`src/rtl/async_load.sv`:
```
// async_load: WIDTH-bit loadable up-counter with a transparent parallel load.
//
// While load is high, out follows in combinationally, with no clock latency.
// The count register captures in on every rising edge while load is high.
// Otherwise the register counts up by one per clock and wraps from all ones to 0.
// A synchronous reset clears the register and forces out to zero at once.
//
// Ports:
//   clk   rising-edge clock, sole clock domain
//   rst   synchronous reset, active-high (the output mux also reacts to it at once)
//   load  parallel load request, active-high, level-sensitive
//   in    parallel load value
//   out   in while loading, otherwise the count register; zero while rst is high
//   co    terminal-count flag, high when out is all ones
module async_load #(
  parameter int WIDTH = 4
) (
  input  logic             clk,
  input  logic             rst,
  input  logic             load,
  input  logic [WIDTH-1:0] in,
  output logic [WIDTH-1:0] out,
  output logic             co
);

  logic [WIDTH-1:0] cnt;

  // Priority on each edge: reset, then load, then count.
  // NOTE: sequential state uses non-blocking assignments, so every flop samples
  // the values present before the edge, whatever order the blocks run in.
  always_ff @(posedge clk) begin
    if (rst)       cnt <= '0;
    else if (load) cnt <= in;
    else           cnt <= cnt + WIDTH'(1);
  end

  // The output mux has the same priority as the register. This makes reset
  // and load visible straight away, without waiting for an edge.
  // NOTE: out is assigned a default first, so no path through the block can
  // leave it unassigned and infer a latch.
  always_comb begin
    out = cnt;
    if (rst)       out = '0;
    else if (load) out = in;
  end

  // co is taken after the mux, so it also asserts while loading an all-ones value.
  assign co = &out;

endmodule

```
`config.mk`:
```
export PLATFORM = sky130hd
export DESIGN_NAME = async_load
export DESIGN_NICKNAME = d
export VERILOG_FILES = /design/src/rtl/async_load.sv
export SDC_FILE = /design/constraint.sdc
export NUM_CORES = 1
export LEC_CHECK = 0
export CELL_PAD_IN_SITES_DETAIL_PLACEMENT = 0
export CELL_PAD_IN_SITES_GLOBAL_PLACEMENT = 1
export CORE_AREA = 4 4 41 43
export CTS_BUF_LIST = sky130_fd_sc_hd__clkbuf_16
export DETAILED_ROUTE_END_ITERATION = 7
export DIE_AREA = 0 0 45 47
export PLACE_DENSITY_LB_ADDON = 0.1
export RECOVER_POWER = 100
export SYNTH_ARGS = -nofsm -noshare
export SYNTH_HDL_FRONTEND = slang
export SYNTH_SLANG_ARGS = --single-unit
```
`constraint.sdc`:
```
create_clock -name clk -period 1.3 [get_ports clk]
set_input_delay 0.195 -clock clk [delete_from_list [all_inputs] [get_ports clk]]
set_output_delay 0.195 -clock clk [all_outputs]
set_load 0.02 [all_outputs]
```
==> key figures <==
Run status
  • Status: complete, no violations

Placed design
  • Port bufs: 11
  • GPL Wtd Cong: 0.641
  • DP Cell Count: 67
  • Hpwl dp: 651 µm

Detailed routing
  • Detail Route Antenna Nets: 0
  • 1st-iter DRT viols: 0
  • Vias: 333
  • Routed len/inst: 11.7 µm
  • Iteration count of the initial detailed-routing pass: 1
  • Residual DRC: 0
  • Drt total wl: 834 µm
  • Vias/cell: 4.69

Worst setup path
  • R2R depth: 3
  • R2R Path Start: cnt[1]
  • Reg-to-Reg End: cnt[3]
  • Crit path to: co
  • Data arrival time of the worst path: 1090 ps
  • Reg2reg setup slack: 210 ps
  • CP startpoint: rst
  • Critical path launch point type: primary input
  • Path type of the worst setup path: in -> out
  • CP Data Required Time: 1110 ps
  • Worst setup EP type: output pin
  • Crit-path max FO: 2

Global route
  • Number of global-route vias before repair: 302
  • GRT Total Usage: 9.96%
  • Initial antenna violation count: 0
  • Largest net degree at the start of global routing: 8
  • Remaining Overflow, GRT: 0
  • First-pass GRT wire length: 1400 µm

Floorplan
  • Die Ht: 47 µm
  • Core ar.: 1300 µm²
  • Cell row count: 13
  • Die X: 45 µm
  • Die ar.: 2120 µm²
  • Initial Util: 22.5%
  • IO Pins: 12

Layout
  • Non-filler cells, final: 71
  • Fillers: 148
  • Final #Nets: 66
  • Max reg flops: 4
  • Most common cell after layout, fill and taps aside: buf_4
  • Most flops, register: cnt
  • Share of layout cells above drive strength 1: 50.0%
  • Area grow syn2layout: 88.0%
  • Largest regs: cnt: 4 flops
  • Antenna cell count: 0

Pwr
  • Max IR drop VDD: 0.566 mV
  • Leak: 0.258 nW
  • Pwr per Cell Area: 1350 nW/µm²

Timing
  • Final Hold Fails: 0
  • Hold Slack: 444 ps
  • RSZ-0062 raised after global routing: true
  • Max-slew violation count: 0
  • Setup violators final: 0
  • Slew Limit Headroom: 80.1%
  • Clock skew: 0.766 ps
  • Pin slew with the least headroom to its limit: 297 ps
  • Crit path time final: 1290 ps
  • FMAX: 777 MHz
  • Fin crit share: 99.0%

Synth
  • Synthesized cell area: 293 µm²
  • Ys Warns: 0
  • Syn_nets: 41
  • Yosys reg bits: 4
  • Cell taking the most area after synthesis: dfxtp_1
  • Post-Synthesis Cells: 33
  • Synth cell types: 20
  • Share of the yosys chip area belonging to registers: 27.4%
  • Avg Cell Area, Syn: 8.87 µm²
  • Yosys top cell area share: 27.4%
  • Synth top area cells: dfxtp_1, a21oi_1, mux2i_1

CTS
  • CTS Hold Buffers Added: 0
  • Worst skew pair latency: 220 ps
  • CTS max path bufs: 2
  • CTS tree: done
  • H-tree depth: 1
  • Sink Count: 4
  • Root buffer cell: clkbuf_16
  • CTS clock-pin slew for the worst setup and hold paths: 30 ps
  • Cts bufs inserted: 3

Flow run
  • Max_cap viols: 0

Hold path
  • Worst hold path type: in -> reg
metal layers:
layer	wire [µm]	GRT usage (%)	vias up	share of wire [%]
met1	378	12.1	147	45
met3	93	4.60	4	11
met4	33	10.5	0	4.0
met2	328	12.1	14	39
li1	-	-	168	-
met5	0	0	-	0
critical path, stage by stage:
cell and delay, ps:
clkdlybuf4s50_1 410, buf_4 140, a221oi_2 160, buf_4 180
power breakdown:
group | switching [mW] | total (mW) | leakage [nW] | internal, mW
logic | 0.0580 | 0.122 | 0.186 | 0.0639
registers | 0.00503 | 0.140 | 0.0342 | 0.135
clock network | 0.0869 | 0.480 | 0.0370 | 0.393
total | 0.150 | 0.742 | 0.258 | 0.591
Yosys cell counts (all sizes together):
| cell type | count |
|---|---|
| nand4b | 1 |
| xnor2 | 1 |
| a21oi | 4 |
| buf | 2 |
| or2 | 1 |
| nand2 | 2 |
| nor2b | 3 |
| inv | 1 |
| a211oi | 1 |
| nand2b | 3 |
| nand4 | 1 |
| mux2i | 2 |
| ha | 1 |
| and3 | 1 |
| a311oi | 1 |
| dfxtp | 4 |
| a221oi | 1 |
| nor2 | 2 |
| a2111oi | 1 |
what timing repair did:
| item | 4_1_cts | 5_1_grt |
|---|---|---|
| gates resized for setup | 27 | 7 |
| setup buffers | 0 | 1 |
| pin swaps | 0 | 3 |
| setup endpoints to repair | 5 | 3 |
metrics by stage:
| stage | setup WS (ps) | area (µm²) | power [mW] | util (%) | TNS (ps) |
|---|---|---|---|---|---|
| after detailed placement | -744 | 482 | 0.271 | 37.0 | -3550 |
| after floorplan | 196 | 293 | 0.200 | - | 0 |
| after CTS | -72.6 | 532 | 0.747 | 40.9 | -72.6 |
| after global routing | -34.8 | 551 | 0.772 | 42.3 | -34.8 |
| after global placement | -704 | 482 | 0.270 | 37.0 | -3310 |
| final | 12.6 | 551 | 0.742 | 42.3 | 0 |
layout make-up:
cell class              instances  area (µm²)  share of cell area, %
flip-flops and latches          4        83.8                   15.2
clock buffers                   3        75.1                   13.6
inverters                       1        3.75                  0.682
repair buffers                 22         169                   30.7
multi-input cells              26         200                   36.4
well taps                      15        18.8                   3.41
worst min-delay path by stage:
stage	startpoint	end	slack, ps	cells after the start
6_report	in[1]	cnt[1]	440	3
5_1_grt	load	cnt[0]	480	3
4_1_cts	load	cnt[0]	440	3
3_5_place_dp	cnt[0]	cnt[0]	660	3
3_3_place_gp	cnt[0]	cnt[0]	640	3
2_1_floorplan	in[1]	cnt[1]	360	2
cell families after synthesis:
kind of cell | share of synthesized area [%]
and+or+nand+nor | 29.5
AOI/OAI and AO/OA | 22.6
DFF | 27.4
buffers and inverters | 6.41
muxes | 6.84
xor gates and xnor gates | 2.99
adders and majority gates | 4.27
No activity file was read; power rests on OpenSTA's default activity.
